**src/rtl/stream_mux_pkg.sv**
```systemverilog
// stream_mux_pkg: shared definitions for the stream_mux_rr slice.
//   MODE_FIXED / MODE_RR : encodings of the top-level `mode` input.
//   idx_w(n)             : width of a channel index (out_ch, s, ptr) for n channels.
package stream_mux_pkg;

    localparam logic MODE_FIXED = 1'b0;
    localparam logic MODE_RR    = 1'b1;

    // Channel index width; a single-bit index is kept even for degenerate n.
    function automatic int idx_w(input int n);
        return (n > 1) ? $clog2(n) : 1;
    endfunction

endpackage

```
**src/rtl/rr_arbiter.sv**
```systemverilog
// rr_arbiter: combinational round-robin arbiter.
//   req_i     : request vector, one bit per channel
//   ptr_i     : highest-priority channel; search runs upward from here and wraps
//   gnt_o     : one-hot grant (all zero when nothing requests)
//   gnt_idx_o : index of the granted channel (0 when nothing requests)
//   gnt_vld_o : a grant exists
module rr_arbiter
    import stream_mux_pkg::*;
#(
    parameter  int N_CH = 4,
    localparam int IW   = idx_w(N_CH)
) (
    input  logic [N_CH-1:0] req_i,
    input  logic [IW-1:0]   ptr_i,
    output logic [N_CH-1:0] gnt_o,
    output logic [IW-1:0]   gnt_idx_o,
    output logic            gnt_vld_o
);

    localparam logic [IW:0] NCH_W = (IW+1)'(N_CH);

    logic [IW:0] cand_s;

    // First requester at or above ptr, wrapping; one extra bit keeps ptr+i from overflowing.
    always_comb begin
        gnt_idx_o = '0;
        gnt_vld_o = 1'b0;
        cand_s    = '0;
        for (int i = 0; i < N_CH; i++) begin
            cand_s = {1'b0, ptr_i} + (IW+1)'(i);
            if (cand_s >= NCH_W) begin
                cand_s = cand_s - NCH_W;
            end else begin
                cand_s = cand_s;
            end
            if (!gnt_vld_o && req_i[cand_s[IW-1:0]]) begin
                gnt_vld_o = 1'b1;
                gnt_idx_o = cand_s[IW-1:0];
            end else begin
                gnt_vld_o = gnt_vld_o;
            end
        end
    end

    // Expand the winning index into a one-hot grant.
    always_comb begin
        gnt_o = '0;
        for (int k = 0; k < N_CH; k++) begin
            gnt_o[k] = gnt_vld_o && (gnt_idx_o == IW'(k));
        end
    end

endmodule

```
**src/rtl/stream_mux_rr.sv**
```systemverilog
// stream_mux_rr: N-channel valid/ready stream multiplexer with a registered
// output stage and fixed-select or round-robin arbitration.
//   in_data/in_valid/in_last/in_ready : N_CH producer ports (channel k data at [k*WIDTH +: WIDTH])
//   mode, s                           : 0 = fixed select on s, 1 = round-robin
//   out_data/out_valid/out_last/out_ch/out_ready : single registered consumer port
// Optional feature: define STREAM_MUX_PKT_EN to hold the grant on one channel
// from the first beat of a packet until the beat carrying in_last.
module stream_mux_rr
    import stream_mux_pkg::*;
#(
    parameter  int N_CH  = 4,
    parameter  int WIDTH = 8,
    localparam int IW    = idx_w(N_CH)
) (
    input  logic                  clk,
    input  logic                  rst_n,
    input  logic [N_CH*WIDTH-1:0] in_data,
    input  logic [N_CH-1:0]       in_valid,
    input  logic [N_CH-1:0]       in_last,
    output logic [N_CH-1:0]       in_ready,
    input  logic                  mode,
    input  logic [IW-1:0]         s,
    output logic [WIDTH-1:0]      out_data,
    output logic                  out_valid,
    output logic                  out_last,
    output logic [IW-1:0]         out_ch,
    input  logic                  out_ready
);

    localparam logic [IW:0]   NCH_W   = (IW+1)'(N_CH);
    localparam logic [IW-1:0] LAST_CH = IW'(N_CH - 1);

    logic [WIDTH-1:0] out_data_q,  out_data_d;
    logic             out_valid_q, out_valid_d;
    logic             out_last_q,  out_last_d;
    logic [IW-1:0]    out_ch_q,    out_ch_d;
    logic [IW-1:0]    ptr_q,       ptr_d;
`ifdef STREAM_MUX_PKT_EN
    logic             lock_q,      lock_d;
    logic [IW-1:0]    lock_ch_q,   lock_ch_d;
`endif

    logic [N_CH-1:0]  rr_gnt_s;
    logic [IW-1:0]    rr_idx_s;
    logic             rr_vld_s;
    logic [N_CH-1:0]  g_oh_s;
    logic [IW-1:0]    g_idx_s;
    logic [WIDTH-1:0] sel_data_s;
    logic             sel_valid_s;
    logic             sel_last_s;
    logic             accept_s;
    logic             in_xfer_s;
    logic [IW-1:0]    ptr_next_s;

    rr_arbiter #(.N_CH(N_CH)) u_rr_arbiter (
        .req_i     (in_valid),
        .ptr_i     (ptr_q),
        .gnt_o     (rr_gnt_s),
        .gnt_idx_o (rr_idx_s),
        .gnt_vld_o (rr_vld_s)
    );

    // Grant selection: packet lock wins, then RR or fixed select (out-of-range s grants nothing).
    always_comb begin
        g_oh_s  = '0;
        g_idx_s = s;
`ifdef STREAM_MUX_PKT_EN
        if (lock_q) begin
            g_idx_s = lock_ch_q;
            for (int k = 0; k < N_CH; k++) begin
                g_oh_s[k] = (lock_ch_q == IW'(k));
            end
        end else
`endif
        if (mode == MODE_RR) begin
            g_idx_s = rr_idx_s;
            g_oh_s  = rr_gnt_s & {N_CH{rr_vld_s}};
        end else begin
            g_idx_s = s;
            for (int k = 0; k < N_CH; k++) begin
                g_oh_s[k] = ({1'b0, s} < NCH_W) && (s == IW'(k));
            end
        end
    end

    // Granted channel's payload; the one-hot mask avoids indexing past N_CH.
    always_comb begin
        sel_data_s = '0;
        for (int k = 0; k < N_CH; k++) begin
            if (g_oh_s[k]) begin
                sel_data_s = in_data[k*WIDTH +: WIDTH];
            end else begin
                sel_data_s = sel_data_s;
            end
        end
    end

    assign sel_valid_s = |(g_oh_s & in_valid);
    assign sel_last_s  = |(g_oh_s & in_last);
    // Output slot is free when empty or being drained this cycle.
    assign accept_s    = !out_valid_q || out_ready;
    assign in_ready    = g_oh_s & {N_CH{accept_s}};
    assign in_xfer_s   = sel_valid_s && accept_s;
    assign ptr_next_s  = (g_idx_s == LAST_CH) ? '0 : (g_idx_s + IW'(1));

    // Next-state for the output register, RR pointer and packet lock.
    always_comb begin
        out_data_d  = out_data_q;
        out_valid_d = out_valid_q;
        out_last_d  = out_last_q;
        out_ch_d    = out_ch_q;
        ptr_d       = ptr_q;
`ifdef STREAM_MUX_PKT_EN
        lock_d      = lock_q;
        lock_ch_d   = lock_ch_q;
`endif
        if (in_xfer_s) begin
            out_data_d  = sel_data_s;
            out_valid_d = 1'b1;
            out_last_d  = sel_last_s;
            out_ch_d    = g_idx_s;
        end else if (out_valid_q && out_ready) begin
            out_valid_d = 1'b0;
        end else begin
            out_valid_d = out_valid_q;
        end
`ifdef STREAM_MUX_PKT_EN
        // Pointer moves only when a packet ends, so a packet counts as one turn.
        if (in_xfer_s && (mode == MODE_RR) && sel_last_s) begin
`else
        if (in_xfer_s && (mode == MODE_RR)) begin
`endif
            ptr_d = ptr_next_s;
        end else begin
            ptr_d = ptr_q;
        end
`ifdef STREAM_MUX_PKT_EN
        if (in_xfer_s) begin
            lock_d    = !sel_last_s;
            lock_ch_d = g_idx_s;
        end else begin
            lock_d    = lock_q;
        end
`endif
    end

    // State registers; asynchronous reset drops any held beat.
    always_ff @(posedge clk or negedge rst_n) begin
        if (!rst_n) begin
            out_data_q  <= '0;
            out_valid_q <= 1'b0;
            out_last_q  <= 1'b0;
            out_ch_q    <= '0;
            ptr_q       <= '0;
`ifdef STREAM_MUX_PKT_EN
            lock_q      <= 1'b0;
            lock_ch_q   <= '0;
`endif
        end else begin
            out_data_q  <= out_data_d;
            out_valid_q <= out_valid_d;
            out_last_q  <= out_last_d;
            out_ch_q    <= out_ch_d;
            ptr_q       <= ptr_d;
`ifdef STREAM_MUX_PKT_EN
            lock_q      <= lock_d;
            lock_ch_q   <= lock_ch_d;
`endif
        end
    end

    assign out_data  = out_data_q;
    assign out_valid = out_valid_q;
    assign out_last  = out_last_q;
    assign out_ch    = out_ch_q;

endmodule
```
**config.mk**
```make
export PLATFORM = sky130hd
export DESIGN_NAME = stream_mux_rr
export DESIGN_NICKNAME = d
export VERILOG_FILES = /design/src/rtl/stream_mux_pkg.sv /design/src/rtl/rr_arbiter.sv /design/src/rtl/stream_mux_rr.sv
export SDC_FILE = /design/constraint.sdc
export NUM_CORES = 1
export LEC_CHECK = 0
export CORE_UTILIZATION = 45
export CTS_CLUSTER_DIAMETER = 60
export DETAILED_ROUTE_END_ITERATION = 6
export PLACE_DENSITY_LB_ADDON = 0.12
export SLEW_MARGIN = 10
export SYNTH_ARGS = -nofsm -noshare
export SYNTH_HDL_FRONTEND = slang
export SYNTH_SLANG_ARGS = --single-unit
```
**constraint.sdc**
```tcl
create_clock -name clk -period 7.4 [get_ports clk]
set_clock_uncertainty 0.15 [all_clocks]
set_input_delay 2.22 -clock clk [delete_from_list [all_inputs] [get_ports clk]]
set_output_delay 2.22 -clock clk [all_outputs]
set_load 0.02 [all_outputs]
```
==> metrics, run 1 <==
status=finished clean; worst-path fanout max=9; routed vias/inst=6.11; gpl congestion=0.789; Initial DRT Pass Iterations=4; largest net degree at the start of global routing=20; crit end category=output port; Syn Inst Count=140; final WL=3650 um; Internal Dissipation=0.000326 W; layout cell share with drive strength beyond 1=13.2%; Max Slew Vio Count=0; Seq pwr share=26.5%; WP data required=5.03 ns; # DRC=0; Net Sw Frac=38.7%; reg2reg end=out_data[7]; Hold Path Stages=1; fill count=204; RSZ-0062 raised after global routing=no; Seq/Total Area, Yosys=26.1%; I/O Pins=62; Worst EP arrival=4.46 ns; WHS Endpoint=out_data[4]; sink count of the clock tree=14; Worst Tran Pin Value=0.594 ns; Synth area leader=dfrtp_1; Core Region=2780 um2; grt peak-use layer=met2; clk buf depth=2; Clk pwr share=10.1%; Post-DRT Antenna Nets=0; min Tclk post-route=6.83 ns; PwrDens=266 nW/um2; vias in the first global route=1328; grt ovf=0; Final setup viols=0; reg2reg setup slack=4.85 ns; gr usage total=23.1%; Clock transition at path regs=0.08 ns; flops & latches, synth=14; post-CTS resize count=0; antenna cells=0; Clk Latency, worst-skew pair=0.28 ns; H-tree depth=1; global-route wire length before repair=6000 um; Pleak=0.854 nW; TritonCTS buffer count=3; die area=3210 um2; max-slew headroom at the worst pin=60.4%; Startpoint Class=primary input; period utilization=92.3%; Syn. warnings=0; CTS tree=yes; largest cells by area after synthesis=dfrtp_1 (26%), mux2i_1 (20%), mux2_4 (10%), a221oi_1 (5.9%), o21ai_0 (4.5%); Hold Fails Final Rpt=0; worst-case reg-to-reg path depth=7; Starting Density=48.3%; overall die width=56.6 um; grt met1 use=31.9%; Power Total=0.000531 W; Syn Area/Cell=9.59 um2; # nets final=244; Area growth syn-to-layout=48.6%; setup_tns=0 ns; Post-CTS Hold Fix Bufs=0; hold_sp=out_data[4]; initial antenna violation count=0; setup bufs post-CTS=0; RR Startpoint=ptr_q[0]; Die Span Y=56.6 um; synth unique cells=35; Starting DRT DRC Count=35; DR vias=1393; area share of the largest cell type after synthesis=26.1%; Comb pwr share=63.5%; worst min-delay path class=flop to flop; Port Buffers=61; row count=19; WS Path Type=primary input to output port; Mapped Area=1340 um2; Mapped Nets=186; CTS root buf=clkbuf_4; routed len/inst=16.0 um; Achievable Freq=0.146 GHz; maxcap violations=0; Peak supply drop=0.279 mV; dpl hpwl=2890 um; Net Sw Power=0.000205 W; met2 usage=38.0%; GRT met3 Usage=2.53%
-- registers in the layout, indices dropped and copies added (netlist names) --
signal	count
out_valid	1
out_ch	2
ptr_q	2
out_data	8
out_last	1
-- cell type report --
class | count | area [um2] | share of cell area [%]
Tap cell | 31 | 38.8 | 1.94
Multi-Input combinational cell | 112 | 925 | 46.4
Timing Repair Buffer | 64 | 633 | 31.7
Inverter | 3 | 11.3 | 0.565
Clock buffer | 4 | 36.3 | 1.82
Sequential cell | 14 | 350 | 17.6
-- placed cells by master (no fill, tap or decap), drive strengths merged, types with 2 or more instances in the layout --
master,synthesis,layout
clkdlybuf4s50,0,61
o22a,2,2
buf,6,3
nand2,5,5
o2111a,2,2
o21ai,17,17
a21oi,3,3
inv,3,3
clkbuf,5,4
nor2b,5,5
mux2i,27,27
a221oi,9,9
mux2,12,12
nor2,9,9
dfrtp,14,14
o22ai,9,9
-- worst max-delay path by stage --
stage	slack [ns]	endpoint	from	depth (start not counted)
after CTS	0.61	in_ready[2]	in_valid[1]	6
final	0.57	in_ready[2]	in_valid[2]	8
after detailed placement	0.62	in_ready[2]	in_valid[2]	8
after global placement	0.66	in_ready[2]	in_valid[1]	6
after floorplan	1.74	in_ready[0]	in_valid[2]	7
after global routing	0.46	in_ready[2]	in_valid[0]	8
-- logic make-up (layout without fill, tap and decap cells) --
group           after synthesis  count (layout)  synth area share, %
buf+inv                      14              71                 5.03
compound gates               49              49                 26.2
mux                          40              40                 34.4
flops                        14              14                 26.1
simple gates                 23              23                 8.29
-- layer usage --
| metal | part of all wire [%] | routed length, um | vias up |
|---|---|---|---|
| met5 | 0 | 0 | - |
| li1 | - | - | 659 |
| met1 | 45 | 1640 | 669 |
| met4 | 0.68 | 25 | 0 |
| met3 | 6.8 | 247 | 4 |
| met2 | 48 | 1740 | 61 |
-- worst max-delay path: stages --
cell             delay [ns]
clkdlybuf4s50_1        0.59
nor2b_1                0.23
o21ai_1                0.12
nand3_1                0.12
nand2b_1               0.21
o22a_1                 0.26
nor2_1                 0.11
clkdlybuf4s50_1        0.61
-- metrics by stage --
stage	area [um2]	instances	util, %	setup WS, ns	hold WS (ns)
final	1990	228	71.7	0.567	0.363
after global routing	1990	228	71.7	0.462	0.390
after CTS	1990	228	71.7	0.608	0.370
after detailed placement	1960	224	70.4	0.616	0.347
after floorplan	1340	140	-	1.74	0.438
after global placement	1960	224	70.4	0.657	0.337
-- Yosys cell counts (all sizes together) --
cell type and count:
mux2i 27, o21ai 17, dfrtp 14, mux2 12, a221oi 9, nor2 9
o22ai 9, buf 6, clkbuf 5, nand2 5, nor2b 5, a21oi 3
inv 3, o2111a 2, o22a 2, a21boi 1, a21o 1, a2bb2oi 1
a31oi 1, mux4 1, nand2b 1, nand3 1, nand3b 1, o2bb2ai 1
o41a 1, o41ai 1, or2 1
-- power groups by stage --
stage          clock network [W]  logic [W]  registers (W)
6_report               0.0000534   0.000337       0.000141
5_1_grt                0.0000572   0.000361       0.000145
4_1_cts                0.0000549   0.000337       0.000141
3_5_place_dp                   0   0.000337       0.000141
3_3_place_gp                   0   0.000331       0.000138
2_1_floorplan                  0   0.000174       0.000175
(Power assumes the default switching activity.)
==> inputs of run 2 (changes only) <==
- CAP_MARGIN: unset -> 0
==> results of run 2 <==
Final layout, timing and power as in run 1 (identical DEF).
